$ cat src/rtl/led_fade_pkg.sv
// led_fade_pkg: shared state type and per-channel step
// arithmetic for the LED fade sequencer.
package led_fade_pkg;

    localparam int c_filament_value_width = 8;

    typedef enum logic {
        ST_IDLE,
        ST_SCAN
    } t_fade_state;

    // 9-bit differences keep large steps from wrapping or overshooting
    function automatic logic [7:0] step_toward(
        input logic [7:0] cur,
        input logic [7:0] tgt,
        input logic [7:0] step
    );
        logic [8:0] diff;
        logic [7:0] res;
        diff = 9'd0;
        res  = cur;
        if (cur < tgt) begin
            diff = {1'b0, tgt} - {1'b0, cur};
            res  = (diff > {1'b0, step}) ? cur + step : tgt;
        end else if (cur > tgt) begin
            diff = {1'b0, cur} - {1'b0, tgt};
            res  = (diff > {1'b0, step}) ? cur - step : tgt;
        end
        return res;
    endfunction

endpackage

$ cat src/rtl/led_fade_tick_gen.sv
// led_fade_tick_gen: free-running down counter that
// flags one cycle per fade step period.
module led_fade_tick_gen #(
    parameter int parm_FCLK                     = 40_000_000,
    parameter int parm_step_period_microseconds = 1000
) (
    input  logic i_clk,
    input  logic i_srst_n,
    output logic o_tick
);

    localparam int c_step_count =
        parm_FCLK / 1_000_000 * parm_step_period_microseconds;
    localparam int c_cw =
        (c_step_count > 1) ? $clog2(c_step_count) : 1;
    localparam logic [c_cw-1:0] c_reload = c_cw'(c_step_count - 1);

    logic [c_cw-1:0] count;

    assign o_tick = (count == '0);

    always_ff @(posedge i_clk) begin
        if (!i_srst_n) begin
            count <= c_reload;
        end else if (count == '0) begin
            count <= c_reload;
        end else begin
            count <= count - c_cw'(1);
        end
    end

endmodule

$ cat src/rtl/led_fade_sequencer.sv
// led_fade_sequencer: accepts per-LED targets and ramps the
// current values toward them with a time-shared scan engine.
module led_fade_sequencer
    import led_fade_pkg::*;
#(
    parameter int parm_color_led_count          = 4,
    parameter int parm_basic_led_count          = 4,
    parameter int parm_FCLK                     = 40_000_000,
    parameter int parm_step_period_microseconds = 1000,
    parameter int parm_step_size                = 1
) (
    input  logic i_clk,
    input  logic i_srst_n,
    input  logic i_cmd_valid,
    output logic o_cmd_ready,
    input  logic [$clog2(parm_color_led_count+parm_basic_led_count)-1:0]
                 i_cmd_index,
    input  logic [7:0] i_cmd_red,
    input  logic [7:0] i_cmd_green,
    input  logic [7:0] i_cmd_blue,
    input  logic [7:0] i_cmd_lumin,
    input  logic i_cmd_instant,
    output logic o_cmd_error,
    output logic [c_filament_value_width*parm_color_led_count-1:0]
                 o_color_led_red_value,
    output logic [c_filament_value_width*parm_color_led_count-1:0]
                 o_color_led_green_value,
    output logic [c_filament_value_width*parm_color_led_count-1:0]
                 o_color_led_blue_value,
    output logic [c_filament_value_width*parm_basic_led_count-1:0]
                 o_basic_led_lumin_value,
    output logic o_fade_busy
);

    localparam int c_n  = parm_color_led_count;
    localparam int c_nm = parm_color_led_count + parm_basic_led_count;
    localparam int c_w  = $clog2(c_nm);
    localparam int c_fw = c_filament_value_width;
    localparam int c_step_count =
        parm_FCLK / 1_000_000 * parm_step_period_microseconds;
    localparam logic [7:0] c_step = 8'(parm_step_size);

    if (c_step_count <= c_nm + 2) begin : g_bad_period
        $error("step period too short for one full scan");
    end

    // basic LEDs keep their lumin in the red lane; green/blue stay 0
    logic [7:0] cur_r [c_nm];
    logic [7:0] cur_g [c_nm];
    logic [7:0] cur_b [c_nm];
    logic [7:0] tgt_r [c_nm];
    logic [7:0] tgt_g [c_nm];
    logic [7:0] tgt_b [c_nm];

    t_fade_state    state;
    logic [c_w-1:0] scan_idx;
    logic           tick_pending;
    logic           tick;
    logic           accept;
    logic           idx_color;
    logic           idx_basic;
    logic           any_diff;

    led_fade_tick_gen #(
        .parm_FCLK                     (parm_FCLK),
        .parm_step_period_microseconds (parm_step_period_microseconds)
    ) u_tick (
        .i_clk    (i_clk),
        .i_srst_n (i_srst_n),
        .o_tick   (tick)
    );

    assign o_cmd_ready = (state == ST_IDLE) && !tick_pending;
    assign accept      = i_cmd_valid && o_cmd_ready;
    assign idx_color   = 32'(i_cmd_index) < 32'(c_n);
    assign idx_basic   = !idx_color && (32'(i_cmd_index) < 32'(c_nm));

    always_comb begin
        any_diff = 1'b0;
        for (int i = 0; i < c_nm; i++) begin
            if (cur_r[i] != tgt_r[i] || cur_g[i] != tgt_g[i] ||
                cur_b[i] != tgt_b[i]) begin
                any_diff = 1'b1;
            end
        end
    end

    always_ff @(posedge i_clk) begin
        if (!i_srst_n) begin
            for (int i = 0; i < c_nm; i++) begin
                cur_r[i] <= '0;
                cur_g[i] <= '0;
                cur_b[i] <= '0;
                tgt_r[i] <= '0;
                tgt_g[i] <= '0;
                tgt_b[i] <= '0;
            end
            state        <= ST_IDLE;
            scan_idx     <= '0;
            tick_pending <= 1'b0;
            o_cmd_error  <= 1'b0;
            o_fade_busy  <= 1'b0;
        end else begin
            o_fade_busy <= any_diff;
            o_cmd_error <= accept && !idx_color && !idx_basic;
            if (tick) begin
                tick_pending <= 1'b1;
            end
            unique case (state)
                ST_IDLE: begin
                    if (tick_pending) begin
                        tick_pending <= tick;
                        scan_idx     <= '0;
                        state        <= ST_SCAN;
                    end else if (accept) begin
                        unique case (1'b1)
                            idx_color: begin
                                tgt_r[i_cmd_index] <= i_cmd_red;
                                tgt_g[i_cmd_index] <= i_cmd_green;
                                tgt_b[i_cmd_index] <= i_cmd_blue;
                                if (i_cmd_instant) begin
                                    cur_r[i_cmd_index] <= i_cmd_red;
                                    cur_g[i_cmd_index] <= i_cmd_green;
                                    cur_b[i_cmd_index] <= i_cmd_blue;
                                end
                            end
                            idx_basic: begin
                                tgt_r[i_cmd_index] <= i_cmd_lumin;
                                if (i_cmd_instant) begin
                                    cur_r[i_cmd_index] <= i_cmd_lumin;
                                end
                            end
                            default: ;
                        endcase
                    end
                end
                ST_SCAN: begin
                    cur_r[scan_idx] <= step_toward(
                        cur_r[scan_idx], tgt_r[scan_idx], c_step);
                    cur_g[scan_idx] <= step_toward(
                        cur_g[scan_idx], tgt_g[scan_idx], c_step);
                    cur_b[scan_idx] <= step_toward(
                        cur_b[scan_idx], tgt_b[scan_idx], c_step);
                    if (scan_idx == c_w'(c_nm - 1)) begin
                        state <= ST_IDLE;
                    end else begin
                        scan_idx <= scan_idx + c_w'(1);
                    end
                end
                default: state <= ST_IDLE;
            endcase
        end
    end

    for (genvar k = 0; k < c_n; k++) begin : g_color
        assign o_color_led_red_value[c_fw*k +: c_fw]   = cur_r[k];
        assign o_color_led_green_value[c_fw*k +: c_fw] = cur_g[k];
        assign o_color_led_blue_value[c_fw*k +: c_fw]  = cur_b[k];
    end

    for (genvar j = 0; j < parm_basic_led_count; j++) begin : g_basic
        assign o_basic_led_lumin_value[c_fw*j +: c_fw] = cur_r[c_n+j];
    end

endmodule

$ cat config.mk
export PLATFORM = sky130hd
export DESIGN_NAME = led_fade_sequencer
export DESIGN_NICKNAME = d
export VERILOG_FILES = /design/src/rtl/led_fade_pkg.sv /design/src/rtl/led_fade_tick_gen.sv /design/src/rtl/led_fade_sequencer.sv
export SDC_FILE = /design/constraint.sdc
export NUM_CORES = 1
export LEC_CHECK = 0
export CAP_MARGIN = 20
export CORE_MARGIN = 1
export CORE_UTILIZATION = 60
export DETAILED_ROUTE_END_ITERATION = 16
export PLACE_DENSITY_LB_ADDON = 0.05
export SETUP_SLACK_MARGIN = 0.5
export SYNTH_ARGS = -nofsm -noshare
export SYNTH_HDL_FRONTEND = slang
export SYNTH_SLANG_ARGS = --single-unit
$ cat constraint.sdc
create_clock -name i_clk -period 14.86 [get_ports i_clk]
set_clock_uncertainty 0.15 [all_clocks]
set_input_delay 3.715 -clock i_clk [delete_from_list [all_inputs] [get_ports i_clk]]
set_output_delay 3.715 -clock i_clk [all_outputs]
set_load 0.03 [all_outputs]
* Word-level counts from Yosys, hierarchy flattened
Memory sizes are Yosys's and may differ from the RTL's. A register that Yosys moved wholly into a read port is not among the register bits.
Cells that the tools add are included.
** Word-level totals
- Register bits after elaboration :: 23
- Bits in writable memories :: 384
- Input port bits :: 39
- Output and inout port bits :: 131
- Logic and storage cells :: 209
- Memories kept :: 6
** Cells by class
- $add $sub $neg :: 14
- Order comparisons :: 13
- Equal/unequal tests :: 27
- Mux-type cells :: 105
- Bitwise operators :: 4
- Reduce and logical (&&, ||, !) cells :: 34
** Memories
- cur_b :: depth 8, width 8, rd ports 9, clocked after memory_dff 1, write ports 8, line led_fade_sequencer.sv:50 : logic [7:0] cur_b [c_nm];
- cur_g :: depth 8, width 8, rd ports 9, clocked after memory_dff 1, write ports 8, line led_fade_sequencer.sv:49 : logic [7:0] cur_g [c_nm];
- cur_r :: depth 8, width 8, rd ports 9, clocked after memory_dff 1, write ports 8, line led_fade_sequencer.sv:48 : logic [7:0] cur_r [c_nm];
- tgt_b :: depth 8, width 8, rd ports 9, clocked after memory_dff 1, write ports 8, line led_fade_sequencer.sv:53 : logic [7:0] tgt_b [c_nm];
- tgt_g :: depth 8, width 8, rd ports 9, clocked after memory_dff 1, write ports 8, line led_fade_sequencer.sv:52 : logic [7:0] tgt_g [c_nm];
- tgt_r :: depth 8, width 8, rd ports 9, clocked after memory_dff 1, write ports 8, line led_fade_sequencer.sv:51 : logic [7:0] tgt_r [c_nm];
** Operators by type and width (number)
- 2-to-1 mux 8 bit :: 29
- != test 8 bit :: 24
- OR reduction 8 bit :: 9
- 2-to-1 mux 3 bit :: 23
- > comparator 9 x 1 -> 1 bit (second input constant) :: 6
- subtractor 8 x 8 -> 9 bit :: 6
- 2-to-1 mux 1 bit :: 51
- adder 8 x 1 -> 8 bit (second input constant) :: 3
- > comparator 8 bit :: 3
- less-than comparator 8 bit :: 3
- subtractor 8 x 1 -> 8 bit (second input constant) :: 3
- logical NOT 16 bit :: 1
- logical OR 1 bit :: 16
- subtractor 16 x 1 -> 16 bit (second input constant) :: 1
- case mux 3 bit (2 select lines) :: 1
- logical AND 1 bit :: 4
- != test 2 bit (second input constant) :: 2
- adder 3 x 1 -> 3 bit (second input constant) :: 1
- == test 3 bit (second input constant) :: 1
- less-than comparator 3 bit (second input constant) :: 1
- logical NOT 1 bit :: 2
- NOT 1 bit :: 2
- bitwise OR 1 bit :: 2
- case mux 1 bit (2 select lines) :: 1
- 2 further kinds :: 2

* Longest topological paths before layout
- Depth in word-level cells :: 12
- Gate-level depth with buffers :: 20
- Gate-level depth less buffers :: 14

* Cells and area by module
From an unflattened synthesis, not the netlist that was laid out.
** Second synthesis, totals
- Cell total of the unflattened synthesis :: 2203
- Area, all modules :: 25165.4 um2
** Modules (own cells, without submodules)
- led_fade_sequencer :: instances 1, cells an instance 2127, area each 24413.4 um2, sequential area each 11731.3 um2
- led_fade_tick_gen :: instances 1, cells an instance 76, area each 752.0 um2, sequential area each 320.3 um2

* Least setup slack after synthesis
No wires, ideal clock.
- Kind :: in2reg
- Start :: input i_srst_n
- End :: memory cur_b[4][0] (enable)
- Setup time :: 0.372 ns
- Arrival time :: 5.714 ns
- Data required time :: 14.338 ns
- Setup slack :: 8.624 ns
- Cell stages on the path :: 8
- Path buffers :: 5
- Cells stage by stage :: clkbuf_1 > and2_0 > clkbuf_1 > clkbuf_1 > clkbuf_1 > nand3_1 > clkbuf_1 > nand2_1
** RTL lines
- start: declaration :: line led_fade_sequencer.sv:13 : input logic i_srst_n,
- end: declaration :: line led_fade_sequencer.sv:50

==> results.md <==
- The run finished with clean final reports.
- After synthesis the cells add up to 0.0253 mm².
- The number of vias per cell after detailed routing is 7.17.
- The number of enable flip-flop cells after synthesis is 384.
- IR analysis of the VDD net gives a maximum drop of 0.109 mV.
- Counting flops with an async set or reset pin after synthesis yields a share of 0%.
- Dividing total power by cell area gives a power density of 98.1 mW/mm².
- Routability-driven placement finished with a final weighted congestion of 1.06.
- The total of fill cells in the finished design is 2985.
- The width of the chip is 207 µm.
- The count of nets left with antenna violations after detail routing is 0.
- The required time of the critical path is 14.97 ns.
- The number of pins exceeding their max-slew limit in the final report is 0.
- The endpoint of the lowest-slack register-to-register path is cur_b[7][4].
- The ratio of final minimum period to clock period is 49.9%.
- In the layout the commonest cells are edfxtp_1 (384), nor2_1 (250), clkdlybuf4s50_1 (169).
- Once placement finished, the instance area stood at 0.0275 mm².
- The floorplan has 74 rows.
- Wire segments on met2 add up to 40.1 mm in the final route.
- The core region is 0.0412 mm².
- The depth of the worst register-to-register path is 14.
- For the worst-skew pair, the clock arrives at the later sink with an insertion delay of 0.57 ns.
- The leakage dissipation is 10.6 nW.
- The first routing iteration left 4025 violations.
- 170 I/O pins were placed.
- Summing the sequential cell areas from Yosys gives 47.6% of the chip area.
- The number of antenna violations at the first check in global routing is 2.
- The number of buffer cells added on primary ports is 169.
- The die covers 0.0430 mm².
- The count of cells in the finished layout, fillers not included, comes to 2937.
- The count of different cell masters after synthesis is 99.
- Counting tap cells, the placed design contains a total of 2858 instances.
- In this run the biggest area consumer among cell types represents 45.5% of the synthesized area.
- The total of cells resized after clock tree synthesis is 0.
- The clock sink count is 410.
- The register-to-register setup slack is 7.45 ns.
- The largest net degree at the start of global routing is 59.
- The final layout contains 2473 nets.
- Setup repair after global routing left no endpoint under its margin.
- The first global-routing pass estimated 135 mm of wire.
- The nature of the critical path startpoint is a flip-flop.
- The half-perimeter wire length of the detailed placement result is 72.8 mm.
- The footprint of the multi-input gates is 0.0126 mm².
- The largest buffer count on any clock path is 3.
- In this run the vertical extent of the chip is 207 µm.
- The normalized max-slew margin is 20.4%.
- The detailed router put a total of 33.3 mm of wire on met1.
- CTS placed an instance of clkbuf_16 at the clock tree root.
- The final number of hold-violating endpoints came to 0.
- The utilization after layout is 70.1%.
- Detailed routing inserted a total of 21000 vias.
- Setup total negative slack on the finished layout was measured at 0 ns.
- The H-tree was split into 2 levels.
- By area the synthesized netlist is led by edfxtp_1 (46%), mux4_2 (8.8%), xor2_1 (4.4%), nor2_1 (3.7%), xnor2_1 (3.2%).
- The biggest fanout along the worst timing path is 49.
- The number of standard cells after synthesis is 2194.
- In this run, post-CTS hold repair placed 0 buffers.
- The clock period minus worst slack is 7.41 ns.
- After detailed routing, the total wire length is 95.0 mm.
- The final global-route overflow total is 0.
- The total setup buffers inserted after CTS is 0.
- After detailed routing, the average wire length per cell comes to 32.4 µm.
- Detailed routing placed a total of 16.4 mm of wire on met3.
- The number of global-route vias before repair is 19700.
- The arrival time at the worst endpoint is 7.53 ns.
- In this run the mean area of a mapped cell was 11.5 µm².
- The kind of end point of the critical path is a flip-flop.
- The clock transition at the registers of the reported paths is 0.07 ns.
- Leaving out fill and tap cells, the most frequent cell in the layout is edfxtp_1.
- In this run the worst setup path terminates at cur_b[7][4].
- The number of optimization iterations in the first detailed-route pass is 7.
- For this run, the top clock speed supported by timing is 135 MHz.
- At the pin with the least slew margin, the transition time is 1.19 ns.
- The total routing usage reported by global routing is 43.7%.
- The register bit total from synthesis is 410.
- In this run the worst hold path is classified as flip-flop to flip-flop.
- The total of warnings raised by yosys is 0.
- The highest metal layer used by the detailed router is met5.
- TritonCTS built the clock tree.
- The dominant register cell in the synthesized netlist is edfxtp_1.
- Counting the buffers created by CTS gives 41.
- The library cell occupying the most area in the post-synthesis netlist is edfxtp_1.
- The number of DRC violations after detailed routing is 0.
- Registers take 0.0121 mm².
- Once the floorplan was initialized, standard cells occupied 61.4% of the core.
- The max-capacitance violation count is 0.
- The layout cell share with drive strength beyond 1 is 11.4%.
- The relative area change from synthesis to final layout is 14.0%.
- Summing all non-filler instances in the final layout gives an area of 0.0289 mm².
- Setup violations remaining at the end of the flow were counted as 0.
- The critical path is of the flip-flop to flip-flop type.
cell type report:
cell class	count	share of cell area, %
antenna	1	0.00867
clock buffer	45	3.64
clock inverter	31	0.932
inverter	83	1.08
multi-input combinational	1646	43.7
sequential	410	41.8
tap	532	2.31
timing repair buffer	189	6.60
kinds of logic after synthesis:
family | count (synthesis) | share of synthesized area (%)
flip-flops | 410 | 47.6
AND/OR/NAND/NOR | 786 | 15.7
adder cells (fa/ha/maj) | 63 | 3.29
multiplexers | 189 | 12.7
XOR/XNOR | 218 | 7.54
buffers and inverters | 202 | 3.62
AO/OA/AOI/OAI | 325 | 9.58
other | 1 | 0.0148
metrics by stage:
stage	power [mW]	setup WS [ns]	hold slack [ns]
finish	2.83	7.45	0.274
CTS	2.80	7.71	0.277
detailed placement	1.80	7.18	0.264
global placement	1.79	7.25	0.261
floorplan	1.62	8.62	0.247
global route	2.88	7.31	0.294
worst min-delay path by stage:
stage	slack, ns	from	cells past startpoint	to
after floorplan	0.25	u_tick.count[0]	1	u_tick.count[0]
after global placement	0.26	u_tick.count[0]	1	u_tick.count[0]
after detailed placement	0.26	u_tick.count[0]	1	u_tick.count[0]
after CTS	0.28	u_tick.count[0]	1	u_tick.count[0]
after global routing	0.29	u_tick.count[0]	1	u_tick.count[0]
final	0.27	u_tick.count[0]	1	u_tick.count[0]
state kept, by name, summed over array words and instances (netlist names), named ones only:
signal        count
cur_b            64
cur_g            64
cur_r            64
o_cmd_error       1
o_fade_busy       1
scan_idx          3
state             1
tgt_b            64
tgt_g            64
tgt_r            64
tick_pending      1
u_tick.count     16
critical path: stages (launching register included):
cell,delay (ns)
dfxtp_4,0.67
buf_4,0.66
buf_4,0.68
mux4_2,0.59
mux2i_2,0.44
inv_1,0.23
ha_1,0.64
nand2_1,0.17
a21oi_2,0.27
nand2b_1,0.15
o2111ai_1,0.26
or4_1,0.73
mux2i_1,0.26
o31ai_1,0.94
nor3_1,0.16
report_power, final:
| part | internal (mW) | total, mW | switching [mW] |
|---|---|---|---|
| combinational | 0.143 | 0.418 | 0.275 |
| clock | 0.557 | 1.03 | 0.470 |
| sequential | 1.32 | 1.39 | 0.0693 |
| total | 2.02 | 2.83 | 0.815 |
per-layer routing:
layer | up-vias | GRT usage [%]
met4 | 2 | 21.3
met2 | 1933 | 62.6
met1 | 10200 | 57.9
met3 | 289 | 17.5
met5 | - | 0
li1 | 8648 | -
synthesized netlist by cell type (18+ instances only):
| library cell | n |
|---|---|
| nand2_1 | 115 |
| dfxtp_1 | 26 |
| xnor2_1 | 92 |
| nand3_1 | 47 |
| mux4_2 | 99 |
| o21ai_0 | 36 |
| a31oi_1 | 18 |
| nor3_1 | 84 |
| and3_1 | 74 |
| a21oi_1 | 73 |
| inv_1 | 78 |
| a211oi_1 | 19 |
| mux2i_1 | 63 |
| nand4_1 | 41 |
| mux2_2 | 18 |
| buf_2 | 25 |
| clkbuf_1 | 63 |
| ha_1 | 57 |
| edfxtp_1 | 384 |
| xor2_1 | 126 |
| nor4_1 | 65 |
| nor2_1 | 251 |
No activity file was read; power rests on OpenSTA's default activity.
